`src/rtl/nw_pkg.sv`:
```
// ============================================================================
// Module   : nw_pkg
// Brief    : Direction pointer encoding and traceback state encoding.
// Revision : 1.0 - initial release
// ============================================================================
`default_nettype none

package nw_pkg;

  localparam logic [1:0] DIR_DIAG = 2'd0;
  localparam logic [1:0] DIR_UP   = 2'd1;
  localparam logic [1:0] DIR_LEFT = 2'd2;
  localparam logic [1:0] DIR_BAD  = 2'd3;

  typedef enum logic [1:0] {
    ST_IDLE   = 2'd0,
    ST_FETCH  = 2'd1,
    ST_EMIT   = 2'd2,
    ST_FINISH = 2'd3
  } tb_state_t;

endpackage

`default_nettype wire

```
`src/rtl/nw_dir_ram.sv`:
```
// ============================================================================
// Module   : nw_dir_ram
// Brief    : Direction pointer store, one write port, one synchronous read port.
// Revision : 1.0 - initial release
// ============================================================================
`default_nettype none

module nw_dir_ram #(
  parameter int DEPTH = 256,
  parameter int AW    = 8
) (
  input  logic          clk,
  input  logic          wr_en,
  input  logic [AW-1:0] wr_addr,
  input  logic [1:0]    wr_data,
  input  logic          rd_en,
  input  logic [AW-1:0] rd_addr,
  output logic [1:0]    rd_data
);

  logic [1:0] r_mem [DEPTH];
  logic [1:0] r_rd_data;

  // No reset: contents must survive a reset of the traceback engine.
  always_ff @(posedge clk) begin
    if (wr_en) r_mem[wr_addr] <= wr_data;
    if (rd_en) r_rd_data <= r_mem[rd_addr];
  end

  assign rd_data = r_rd_data;

endmodule

`default_nettype wire

```
`src/rtl/nw_traceback.sv`:
```
// ============================================================================
// Module   : nw_traceback
// Brief    : Walks stored NW direction pointers from (len1,len2) to (0,0) and
//            streams edit ops. Option macro: NW_TRACEBACK_CHECK_EN (abort on BAD).
// Revision : 1.0 - initial release
// ============================================================================
`default_nettype none

module nw_traceback
  import nw_pkg::*;
#(
  parameter int MAX_LENGTH = 16,
  parameter int LWIDTH     = 5
) (
  input  logic              clk,
  input  logic              rst,
  input  logic              wr_en,
  input  logic [LWIDTH-1:0] wr_row,
  input  logic [LWIDTH-1:0] wr_col,
  input  logic [1:0]        wr_dir,
  input  logic              start,
  input  logic [LWIDTH-1:0] len1,
  input  logic [LWIDTH-1:0] len2,
  output logic              busy,
  output logic              op_valid,
  input  logic              op_ready,
  output logic [1:0]        op,
  output logic              op_last,
  output logic              done,
  output logic              err
);

  localparam int DEPTH = MAX_LENGTH * MAX_LENGTH;
  localparam int AW    = (DEPTH > 1) ? $clog2(DEPTH) : 1;
  localparam logic [LWIDTH-1:0] C_MAX = LWIDTH'(MAX_LENGTH);
  localparam logic [LWIDTH-1:0] C_ONE = LWIDTH'(1);

  tb_state_t         r_state, w_state_nxt;
  logic [LWIDTH-1:0] r_i, r_j, w_i_nxt, w_j_nxt;
  logic              r_force;
  logic [1:0]        r_force_dir;
  logic              r_len_err, w_len_err_nxt;
  logic              w_wr_ok, w_abort, w_last;
  logic [1:0]        w_rd_dir, w_dir, w_op;

  function automatic logic [AW-1:0] cell_addr(input logic [LWIDTH-1:0] row,
                                              input logic [LWIDTH-1:0] col);
    return AW'((int'(row) - 1) * MAX_LENGTH + (int'(col) - 1));
  endfunction

  assign w_wr_ok = wr_en && (r_state == ST_IDLE) &&
                   (wr_row != '0) && (wr_row <= C_MAX) &&
                   (wr_col != '0) && (wr_col <= C_MAX);

  nw_dir_ram #(
    .DEPTH (DEPTH),
    .AW    (AW)
  ) u_ram (
    .clk     (clk),
    .wr_en   (w_wr_ok),
    .wr_addr (cell_addr(wr_row, wr_col)),
    .wr_data (wr_dir),
    .rd_en   (r_state == ST_FETCH),
    .rd_addr (cell_addr(r_i, r_j)),
    .rd_data (w_rd_dir)
  );

  // Boundary moves override whatever the memory returned for this cell.
  assign w_dir = r_force ? r_force_dir : w_rd_dir;

`ifdef NW_TRACEBACK_CHECK_EN
  assign w_abort = !r_force && (w_rd_dir == DIR_BAD);
  assign w_op    = w_dir;
`else
  assign w_abort = 1'b0;
  assign w_op    = (w_dir == DIR_BAD) ? DIR_DIAG : w_dir;
`endif

  assign w_last = ((w_op == DIR_DIAG) && (r_i == C_ONE) && (r_j == C_ONE)) ||
                  ((w_op == DIR_UP)   && (r_i == C_ONE) && (r_j == '0))    ||
                  ((w_op == DIR_LEFT) && (r_i == '0)    && (r_j == C_ONE));

  always_ff @(posedge clk or posedge rst) begin
    if (rst) begin
      r_state     <= ST_IDLE;
      r_i         <= '0;
      r_j         <= '0;
      r_force     <= 1'b0;
      r_force_dir <= DIR_DIAG;
      r_len_err   <= 1'b0;
    end else begin
      r_state   <= w_state_nxt;
      r_i       <= w_i_nxt;
      r_j       <= w_j_nxt;
      r_len_err <= w_len_err_nxt;
      if (r_state == ST_FETCH) begin
        r_force     <= (r_i == '0) || (r_j == '0);
        r_force_dir <= (r_i == '0) ? DIR_LEFT : DIR_UP;
      end
    end
  end

  always_comb begin
    w_state_nxt   = r_state;
    w_i_nxt       = r_i;
    w_j_nxt       = r_j;
    w_len_err_nxt = 1'b0;
    busy          = 1'b0;
    op_valid      = 1'b0;
    op            = DIR_DIAG;
    op_last       = 1'b0;
    done          = 1'b0;
    err           = r_len_err;
    case (r_state)
      ST_IDLE: begin
        if (start) begin
          if ((len1 > C_MAX) || (len2 > C_MAX)) begin
            w_len_err_nxt = 1'b1;
          end else if ((len1 == '0) && (len2 == '0)) begin
            w_state_nxt = ST_FINISH;
          end else begin
            w_i_nxt     = len1;
            w_j_nxt     = len2;
            w_state_nxt = ST_FETCH;
          end
        end
      end
      ST_FETCH: begin
        busy        = 1'b1;
        w_state_nxt = ST_EMIT;
      end
      ST_EMIT: begin
        busy = 1'b1;
        if (w_abort) begin
          err         = 1'b1;
          w_state_nxt = ST_IDLE;
        end else begin
          op_valid = 1'b1;
          op       = w_op;
          op_last  = w_last;
          if (op_ready) begin
            if (w_op != DIR_LEFT) w_i_nxt = r_i - C_ONE;
            if (w_op != DIR_UP)   w_j_nxt = r_j - C_ONE;
            w_state_nxt = w_last ? ST_FINISH : ST_FETCH;
          end
        end
      end
      ST_FINISH: begin
        done        = 1'b1;
        w_state_nxt = ST_IDLE;
      end
      default: w_state_nxt = ST_IDLE;
    endcase
  end

endmodule

`default_nettype wire

```
`config.mk`:
```
export PLATFORM = sky130hd
export DESIGN_NAME = nw_traceback
export DESIGN_NICKNAME = d
export VERILOG_FILES = /design/src/rtl/nw_pkg.sv /design/src/rtl/nw_dir_ram.sv /design/src/rtl/nw_traceback.sv
export SDC_FILE = /design/constraint.sdc
export NUM_CORES = 1
export LEC_CHECK = 0
export CAP_MARGIN = 30
export CORE_MARGIN = 4
export CORE_UTILIZATION = 40
export DETAILED_ROUTE_END_ITERATION = 8
export PLACE_DENSITY_LB_ADDON = 0.12
export SLEW_MARGIN = 10
export SYNTH_ARGS = -nofsm -noshare
export SYNTH_HDL_FRONTEND = slang
export SYNTH_SLANG_ARGS = --single-unit
```
`constraint.sdc`:
```
create_clock -name clk -period 6.1 [get_ports clk]
set_input_delay 1.22 -clock clk [delete_from_list [all_inputs] [get_ports clk]]
set_output_delay 1.22 -clock clk [all_outputs]
set_load 0.02 [all_outputs]
```
==> results of run 1 <==
==> routing by layer <==
metal / vias to the layer above / wire length (um) / share of wire [%] / GRT usage, %
li1: 5398 / - / - / -
met1: 6436 / 24700 / 45 / 26.8
met2: 329 / 25700 / 47 / 29.0
met3: 74 / 3290 / 6.0 / 3.33
met4: 0 / 1040 / 1.9 / 4.55
met5: - / 0 / 0 / 0
==> power breakdown <==
part / switching, uW / internal (uW) / total [uW]
combinational: 2760 / 1870 / 4630
clock: 1370 / 1890 / 3250
sequential: 86.6 / 4080 / 4160
total: 4220 / 7830 / 12100
==> Yosys cell counts (3+ instances only) <==
| cell | number | area (sq um) |
|---|---|---|
| xnor2_1 | 10 | 87.6 |
| mux4_2 | 128 | 2880 |
| dfrtp_1 | 16 | 400 |
| edfxtp_1 | 514 | 15400 |
| and2_1 | 6 | 37.5 |
| a31oi_1 | 14 | 87.6 |
| ha_1 | 20 | 250 |
| a311oi_1 | 16 | 140 |
| nor3_1 | 6 | 30.0 |
| or3_1 | 4 | 25.0 |
| or4_1 | 6 | 45.0 |
| clkbuf_1 | 63 | 236 |
| nand2b_1 | 5 | 31.3 |
| buf_2 | 17 | 85.1 |
| o211ai_1 | 3 | 22.5 |
| a22oi_1 | 15 | 113 |
| inv_1 | 19 | 71.3 |
| nand2_1 | 81 | 304 |
| o31ai_1 | 3 | 22.5 |
| o21ai_0 | 13 | 65.1 |
| xor2_1 | 7 | 61.3 |
| nor4_1 | 4 | 25.0 |
| mux2i_1 | 5 | 50.1 |
| buf_6 | 5 | 56.3 |
| and3_1 | 19 | 119 |
| nand3_1 | 39 | 195 |
| buf_4 | 3 | 22.5 |
| nor2b_1 | 6 | 37.5 |
| nor2_1 | 275 | 1030 |
| nor3b_1 | 3 | 22.5 |
| a211oi_1 | 16 | 120 |
| a21oi_1 | 9 | 45.0 |
==> metrics by stage <==
step,util (%),hold WS [ns],cells
floorplan,-,0.463,1375
global placement,42.6,0.486,2095
detailed placement,42.6,0.502,2097
CTS,45.8,0.513,2202
global route,45.9,0.538,2203
finish,45.9,0.505,2203
==> worst paths after layout <==
| check | startpoint | end | slack (ns) | cells after the start |
|---|---|---|---|---|
| max reg2reg | r_j[0] | u_ram.rd_data[1] | 1.50 | 11 |
| max in group asynchronous | rst | r_j[0] | 4.53 | 2 |
| min | r_i[1] | r_i[1] | 0.50 | 2 |
| min in group asynchronous | rst | r_i[0] | 1.04 | 2 |
| max | r_j[0] | u_ram.rd_data[1] | 1.50 | 11 |
| min reg2reg | r_i[1] | r_i[1] | 0.50 | 2 |
==> cells by family after synthesis <==
family                     after synthesis  synth area share (%)
and+or+nand+nor                        460                  8.70
DFF                                    530                  70.7
muxes                                  135                  13.2
adders and majority gates               22                  1.30
AOI/OAI and AO/OA                      102                  3.28
buffers and inverters                  109                  2.16
xor gates and xnor gates                17                 0.665
==> flip-flops by register name, summed over array words and instances, names as in the netlist <==
| signal | count |
|---|---|
| u_ram.rd_data | 2 |
| r_state | 2 |
| r_i | 5 |
| r_j | 5 |
| r_force_dir | 2 |
| r_len_err | 1 |
| u_ram.r_mem | 512 |
| r_force | 1 |
==> tightest hold or removal path, cell delays in order, from the launching register on <==
cell	delay (ns)
dfrtp_1	0.35
nand2_1	0.05
o21ai_0	0.06
==> layout make-up <==
cell class / instances / area (sq um)
clock buffer: 76 / 1540
clock inverter: 29 / 213
fill: 4952 / 29900
inverter: 19 / 71.3
multi-input combinational: 736 / 6140
sequential: 530 / 15800
tap: 748 / 936
timing repair buffer: 65 / 631
==> metrics.md, run 1 <==
| Metric | Value |
|---|---|
| Clock Path Buffers | `3` |
| Worst Setup Path Type | `flop to flop` |
| Final HPWL DP | `roughly 32 mm` |
| Final worst setup slack | `1.50 ns` |
| Synthesized area | `~22,000 sq um` |
| H-tree depth | `2` |
| First-pass GRT wire length | `81.7 mm` |
| Worst setup EP type | `flop` |
| Final hold vios | `0` |
| Worst-Margin Slew | `around 0.86 ns` |
| Commonest non-fill, non-tap cell in the layout | `edfxtp_1` |
| Die area | `59,800 sq um` |
| Clk_skew | `~0.013 ns` |
| CP bufs+invs | `1` |
| Sequential area share after synthesis | `between 70% and 80%` |
| Cts bufs inserted | `57` |
| Vias in the first global route | `12,900` |
| Clk pin slew, worst setup/hold paths | `about 0.060 ns` |
| Commonest cells after routing, fill and taps aside | `edfxtp_1, nor2_1, mux4_2` |
| Synth cell types | `50` |
| GRT overflow | `0` |
| Power per cell area | `~480 nW/um^2` |
| Design area | `approximately 25,000 sq um` |
| Largest net degree at the start of global routing | `~160` |
| # setup viols final | `0` |
| Total Power | `roughly 12,000 uW` |
| Max-slew violations | `0` |
| Mapped Cells | `1,375` |
| # rows | `between 80 and 90` |
| Synth Flop Type | `edfxtp_1` |
| Worst skew pair latency | `0.59 ns` |
| Place WS | `roughly 1 ns` |
| Initial antenna violation count | `0` |
| Die extent in y | `245 um` |
| Asr flop ratio synth | `under 10%` |
| Buffers on Ports | `33` |
| Die Wd | `245 um` |
| Worst Setup Start Kind | `flop` |
| MaxCap Viol Count | `0` |
| Ant diodes | `0` |
| DRT Pass-1 Iters | `5` |
| Fin crit period | `about 4.6 ns` |
| Post-cts sizing count | `0` |
| DRT antenna net count | `0` |
| CTS Root Cell | `clkbuf_16` |
| Nets | `between 1,000 and 1,500` |
| Critical path, cell by cell | `inv_1 > ha_4 > nor3b_1 > xnor2_1 > ha_1 > fa_1 > nand2b_1 > a311oi_1 > or4_1 > a22oi_1 > o211ai_1` |
| Proportion of layout cells with a drive suffix above 1 | `around 17%` |
| RD Place Congestion | `about 0.71` |
| # DRC | `0` |
| Via count | `approximately 12,000` |
| Post-Route WL | `between 50 and 60 mm` |
| Setup TNS Final | `0 ns` |
| Placement Cell Area | `around 24,000 sq um` |
| Period Utilization, post-route | `around three quarters` |
| Post-synth EDFFs | `about 510` |
| Slowest stage cell on the critical path | `fa_1` |
| Starting DRT DRC Count | `1,063` |
| Worst min-delay path class | `flop to flop` |
| I/O pin count | `34` |
| Maximum vdd drop | `roughly 0.00034 V` |
| CP peak stage delay | `approximately 0.65 ns` |
| CP max FO | `19` |
| Area Overhead vs Synth | `13.3%` |
| Synth Net Count | `about 1,400` |
| FMAX | `approximately 220 MHz` |
| Core ar. | `approximately 55,000 sq um` |
| RSZ-0062 raised after global routing | `false` |
| Delay-heaviest family, CP | `simple AND/OR/NAND/NOR gates` |
| Status | `complete, no violations` |
| GRT Resource Usage Total | `18.4%` |
| Vias/cell | `5.55` |
| CTS tree | `done` |
| Worst path required time | `roughly 6.4 ns` |
| Critical path arrival | `4.90 ns` |
| Drt wl/cell | `roughly 25 um` |
| Clock Sinks | `530` |
| Post-CTS setup repair buffer count | `0` |
| Relative slew slack | `around 43%` |
| Yosys warnings | `0` |
| Syn avg cell area | `between 15 and 20 sq um` |
| Number of synthesized register bits | `530` |
| Leak | `just under 0.008 uW` |
| CTS Hold Bufs | `0` |
| Initial Util | `40.5%` |
No activity file was read; power rests on OpenSTA's default activity.
==> inputs of run 2 (changes only) <==
- clock period: 6.1 -> 4.6 ns (I/O delays scaled with it)
==> run 2 against run 1 <==
Setup slack got worse by 0.87 ns. Cell count grew 1.6%. Clock skew down 0.0032 ns. Critical path type unchanged. Largest cell class unchanged. Largest power group unchanged. Highest routed layer unchanged.
==> metrics.md, run 2 (synthesized netlist as in run 1, its figures left out) <==
| Metric | Value |
|---|---|
| Fin crit period | `3.97 ns (-0.628 ns)` |
| Power per cell area | `635 nW/um^2 (+34%)` |
| Worst setup EP type | `flop` |
| Leak | `0.00798 uW (+2.4%)` |
| DR WL met2 | `25.8 mm (+0.34%)` |
| Vias in the first global route | `12,900 (-0.12%)` |
| Placement Cell Area | `23,900 sq um (+1.3%)` |
| Flop-to-flop setup slack | `0.63 ns (-0.87 ns)` |
| Commonest non-fill, non-tap cell in the layout | `edfxtp_1` |
| Largest net degree at the start of global routing | `104 (-35%)` |
| Clock Path Buffers | `3 (unchanged)` |
| CTS Root Cell | `clkbuf_16` |
| Post-layout util | `46.4% (+0.56 points)` |
| FMAX | `252 MHz (+16%)` |
| Drt wl/cell | `25.1 um (+0.93%)` |
| Worst r2r src | `r_j[0]` |
| Worst path required time | `4.90 ns (-1.50 ns)` |
| Filler Cell Count | `4,875 (-1.6%)` |
| Cells on Worst Hold Path | `1 (-1)` |
| Starting DRT DRC Count | `1,198 (+13%)` |
| Setup TNS Final | `0 ns (unchanged)` |
| Nets | `1,496 (+2.6%)` |
| Vias/cell | `5.52 (-0.59%)` |
| Post-CTS setup repair buffer count | `0 (unchanged)` |
| Area Overhead vs Synth | `14.6%` |
| Number of flip-flops in the largest register | `512 (unchanged)` |
| Post-Route WL | `56.1 mm (+2.5%)` |
| # DRC | `0 (unchanged)` |
| # rows | `86 (unchanged)` |
| GRT overflow | `0 (unchanged)` |
| DRT antenna net count | `0 (unchanged)` |
| Reg2reg path depth | `12 (+1)` |
| Core ar. | `55,300 sq um (unchanged)` |
| Commonest cells after routing, fill and taps aside | `edfxtp_1, nor2_1, mux4_2` |
| WL met3 | `3.51 mm (+6.8%)` |
| Die Wd | `245 um (unchanged)` |
| CTS tree | `done` |
| Worst skew pair latency | `0.60 ns (about the same)` |
| Worst Setup Start Kind | `flop` |
| Status | `complete, no violations` |
| Register Area | `15,800 sq um (unchanged)` |
| Worst Setup Path Type | `flop to flop` |
| Design area | `25,700 sq um (+1.2%)` |
| Relative slew slack | `37.5% (-5.0 points)` |
| Via count | `12,400 (+0.99%)` |
| Biggest register | `u_ram.r_mem` |
| Cts bufs inserted | `56 (-1.8%)` |
| CP peak stage delay | `0.73 ns (+0.08 ns)` |
| Period Utilization, post-route | `86.4% (+11 points)` |
| Multi-input gate area | `6130 sq um (-0.16%)` |
| DRT Pass-1 Iters | `6 (+1)` |
| # setup viols final | `0 (unchanged)` |
| RD Place Congestion | `0.768 (+8.6%)` |
| Hold endpoint | `r_force_dir[0]` |
| Critical path, cell by cell | `inv_1 > ha_4 > nor3b_1 > xnor2_1 > ha_1 > fa_1 > buf_4 > nand2b_1 > buf_4 > a31oi_1 > nor4_1 > o211ai_1` |
| R2R Path End | `u_ram.rd_data[0]` |
| Maximum vdd drop | `0.000495 V (+46%)` |
| H-tree depth | `2 (unchanged)` |
| Worst-Margin Slew | `0.937 ns (+0.0762 ns)` |
| Final worst setup slack | `0.626 ns (-0.872 ns)` |
| CP bufs+invs | `3 (+2)` |
| Place WS | `0.543 ns (-0.478 ns)` |
| Slowest stage cell on the critical path | `nor4_1` |
| MaxCap Viol Count | `0 (unchanged)` |
| Initial antenna violation count | `1 (+1)` |
| Clk_skew | `0.0101 ns (-0.00321 ns)` |
| GRT Resource Usage Total | `18.8% (+0.39 points)` |
| Die area | `59,800 sq um (unchanged)` |
| Final HPWL DP | `34.1 mm (+7.8%)` |
| I/O pin count | `34 (unchanged)` |
| Largest regs | `u_ram.r_mem: 512 flops, r_i: 5 flops, r_j: 5 flops` |
| Final hold vios | `0 (unchanged)` |
| CTS Hold Bufs | `0 (unchanged)` |
| RSZ-0062 raised after global routing | `false` |
| Ant diodes | `0 (unchanged)` |
| Clk pin slew, worst setup/hold paths | `0.06 ns (about the same)` |
| Proportion of layout cells with a drive suffix above 1 | `19.1% (+1.8 points)` |
| Critical path arrival | `4.28 ns (-0.62 ns)` |
| Hold Startpoint | `r_force_dir[0]` |
| Max-slew violations | `0 (unchanged)` |
| Most numerous cell on the critical path | `buf_4` |
| M1 WL | `25.5 mm (+3.4%)` |
| Initial Util | `40.5% (unchanged)` |
| Top layer in use | `met4` |
| Delay-heaviest family, CP | `simple AND/OR/NAND/NOR gates` |
| Clock Sinks | `530 (unchanged)` |
| Die extent in y | `245 um (unchanged)` |
| CP max FO | `5 (-14)` |
| Post-cts sizing count | `0 (unchanged)` |
| Worst min-delay path class | `flop to flop` |
| Buffers on Ports | `33 (unchanged)` |
| First-pass GRT wire length | `83.2 mm (+1.8%)` |
[run 2: where the power goes]
part,internal [uW],switching (uW)
Clock,2640,1770
Sequential,5410,80.1
Combinational,2650,3740
Total,10700,5600
[run 2: final cells by class]
| type | instances | area share (%) |
|---|---|---|
| Clock inverter | 30 | 1.19 |
| Clock buffer | 71 | 5.76 |
| Timing Repair Buffer | 104 | 3.58 |
| Inverter | 19 | 0.278 |
| Tap cell | 748 | 3.65 |
| Multi-Input combinational cell | 736 | 23.9 |
| Sequential cell | 530 | 61.7 |
[run 2: worst max path at each step]
stage	from	endpoint	slack, ns	depth (start not counted)
floorplan	r_j[0]	u_ram.rd_data[1]	0.46	17
global placement	wr_col[2]	u_ram.r_mem[99][0]	0.60	9
detailed placement	wr_col[2]	u_ram.r_mem[175][0]	0.54	9
CTS	r_j[0]	op_last	0.46	6
global route	r_j[0]	op_last	0.38	6
finish	r_j[0]	u_ram.rd_data[0]	0.63	12
[run 2: stage by stage]
stage	power [uW]	std cells	hold WS, ns
global placement	12000	2136	0.481
finish	16300	2238	0.510
CTS	16500	2238	0.523
floorplan	9790	1375	0.463
detailed placement	12000	2137	0.510
global route	17100	2238	0.534
[run 2: metal layers]
layer,vias up,GRT usage [%]
met3,74,3.23
met5,-,0
li1,5474,-
met1,6425,27.4
met4,0,5.29
met2,385,29.4
==> inputs of run 3 (changes only) <==
- SETUP_SLACK_MARGIN: default -> 0.2
- SLEW_MARGIN: 10 -> 20
==> run 3 against run 2 <==
Utilization decreased by 0.17 points. Sequential share of layout area increased by 0.22 points. Clock skew increased by 0.0017 ns. Final area decreased by 0.36%. Largest power group unchanged.
==> metrics.md, run 3 (synthesized netlist as in run 1, its figures left out) <==
| Metric | Value |
|---|---|
| FMAX | `252 MHz (+0.18%)` |
| RSZ-0062 raised after global routing | `false` |
| Fin crit period | `3.97 ns (-0.00714 ns)` |
| Post-layout util | `46.3% (-0.17 points)` |
| Place WS | `0.518 ns (-0.0259 ns)` |
| Worst-Margin Slew | `0.911 ns (-0.0262 ns)` |
| Worst skew pair latency | `0.60 ns (about the same)` |
| # setup viols final | `0 (unchanged)` |
| Register Area | `15,800 sq um (unchanged)` |
| Hold Startpoint | `r_force_dir[0]` |
| Buffers on Ports | `33 (unchanged)` |
| Clock Sinks | `530 (unchanged)` |
| Commonest cells after routing, fill and taps aside | `edfxtp_1, nor2_1, mux4_2` |
| Critical path, cell by cell | `buf_12 > ha_1 > a22o_1 > nand4_1 > a21oi_1 > clkdlybuf4s50_1` |
| Setup TNS Final | `0 ns (unchanged)` |
| # DRC | `0 (unchanged)` |
| Via count | `12,300 (-0.20%)` |
| Status | `complete, no violations` |
| Largest regs | `u_ram.r_mem: 512 flops, r_i: 5 flops, r_j: 5 flops` |
| Slowest stage cell on the critical path | `clkdlybuf4s50_1` |
| Biggest register | `u_ram.r_mem` |
| Leak | `0.00794 uW (-0.40%)` |
| Maximum vdd drop | `0.000579 V (+17%)` |
| Final worst setup slack | `0.634 ns (+0.00714 ns)` |
| CTS Root Cell | `clkbuf_16` |
| # rows | `86 (unchanged)` |
| CTS Hold Bufs | `0 (unchanged)` |
| Multi-input gate area | `6130 sq um (about the same)` |
| Starting DRT DRC Count | `1,134 (-5.3%)` |
| Final hold vios | `0 (unchanged)` |
| Design area | `25,600 sq um (-0.36%)` |
| CP max FO | `99 (+94)` |
| GRT overflow | `0 (unchanged)` |
| Post-Route WL | `56.2 mm (+0.23%)` |
| MaxCap Viol Count | `0 (unchanged)` |
| Ant diodes | `0 (unchanged)` |
| Placement Cell Area | `23,900 sq um (about the same)` |
| Worst path required time | `3.68 ns (-1.22 ns)` |
| Post-cts sizing count | `0 (unchanged)` |
| Clk_skew | `0.0117 ns (+0.00166 ns)` |
| Cts bufs inserted | `57 (+1.8%)` |
| Clk pin slew, worst setup/hold paths | `0.06 ns (about the same)` |
| Final HPWL DP | `34.1 mm (about the same)` |
| Die area | `59,800 sq um (unchanged)` |
| Proportion of layout cells with a drive suffix above 1 | `19.5% (+0.34 points)` |
| Number of flip-flops in the largest register | `512 (unchanged)` |
| Critical path arrival | `3.05 ns (-1.23 ns)` |
| Worst Setup Path Type | `flop to output port` |
| Worst r2r src | `r_j[0]` |
| Filler Cell Count | `4,845 (-0.62%)` |
| Clock Path Buffers | `3 (unchanged)` |
| Largest net degree at the start of global routing | `104 (unchanged)` |
| Worst min-delay path class | `flop to flop` |
| Initial Util | `40.5% (unchanged)` |
| Worst setup startpoint | `r_j[0]` |
| DRT antenna net count | `0 (unchanged)` |
| Worst setup EP type | `output port` |
| CP peak stage delay | `0.66 ns (-0.07 ns)` |
| Post-CTS setup repair buffer count | `0 (unchanged)` |
| Max-slew violations | `0 (unchanged)` |
| Core ar. | `55,300 sq um (unchanged)` |
| RD Place Congestion | `0.768 (unchanged)` |
| Power per cell area | `629 nW/um^2 (-0.89%)` |
| GRT Resource Usage Total | `18.9% (+0.14 points)` |
| DRT Pass-1 Iters | `5 (-1)` |
| Delay-heaviest family, CP | `buffers and inverters` |
| Relative slew slack | `39.2% (+1.7 points)` |
| Area Overhead vs Synth | `14.2%` |
| First-pass GRT wire length | `83.6 mm (+0.48%)` |
| CP bufs+invs | `2 (-1)` |
| Drt wl/cell | `25.1 um (+0.23%)` |
| Initial antenna violation count | `0 (-1)` |
| Worst Setup Start Kind | `flop` |
| Period Utilization, post-route | `86.2% (-0.16 points)` |
| Die Wd | `245 um (unchanged)` |
| I/O pin count | `34 (unchanged)` |
| Vias in the first global route | `12,800 (-0.60%)` |
| CTS tree | `done` |
| Commonest non-fill, non-tap cell in the layout | `edfxtp_1` |
| Nets | `1,496 (unchanged)` |
| H-tree depth | `2 (unchanged)` |
| Die extent in y | `245 um (unchanged)` |
| Vias/cell | `5.51 (-0.20%)` |
## run 3: cell count changes in the layout (fill, tap and decap cells not counted)
cell	change
inv_6	+1
buf_6	-1
clkinv_1	-2
nor2_1	-1
clkbuf_1	-2
bufinv_16	-4
nor2_2	+1
clkinv_4	+1
clkinv_2	+7
## run 3: metrics by stage
stage	instances	hold WS (ns)	power, uW
after global placement	2136	0.481	12000
after CTS	2238	0.519	16300
after floorplan	1375	0.463	9790
final	2238	0.516	16100
after detailed placement	2136	0.505	12000
after global routing	2238	0.533	16900
## run 3: report_power, final
part           internal (uW)  switching, uW  total [uW]
sequential              5410           81.1        5490
clock                   2420           1800        4220
combinational           2640           3750        6380
## run 3: final cells by class
cell class,count,share of cell area (%)
timing repair buffer,103,3.55
clock buffer,69,5.75
multi-input combinational,736,24.0
inverter,19,0.279
clock inverter,33,0.900
sequential,530,61.9
tap,748,3.66
## run 3: path summary, 6_finish.rpt
check                              endpoint  slack (ns)  cells after the start
max                                 op_last        0.63                      6
max reg2reg                u_ram.rd_data[0]        0.67                     12
min reg2reg                  r_force_dir[0]        0.52                      1
min in group asynchronous         r_len_err        0.72                      2
max in group asynchronous            r_j[0]        3.37                      2
min                          r_force_dir[0]        0.52                      1
## run 3: layer usage
| metal | part of all wire [%] | track usage, % |
|---|---|---|
| met2 | 47 | 29.5 |
| met1 | 45 | 27.4 |
| met5 | 0 | 0 |
| met3 | 6.3 | 3.65 |
| met4 | 2.4 | 5.40 |
## run 3: worst register-to-register path, delay by kind of cell (launching register included)
kind	cells	cell delay (ns)
AND/OR/NAND/NOR	3	1.19
buffers and inverters	3	0.56
adder cells (fa/ha/maj)	3	0.98
AO/OA/AOI/OAI	2	0.27
flip-flops	1	0.50
XOR/XNOR	1	0.14
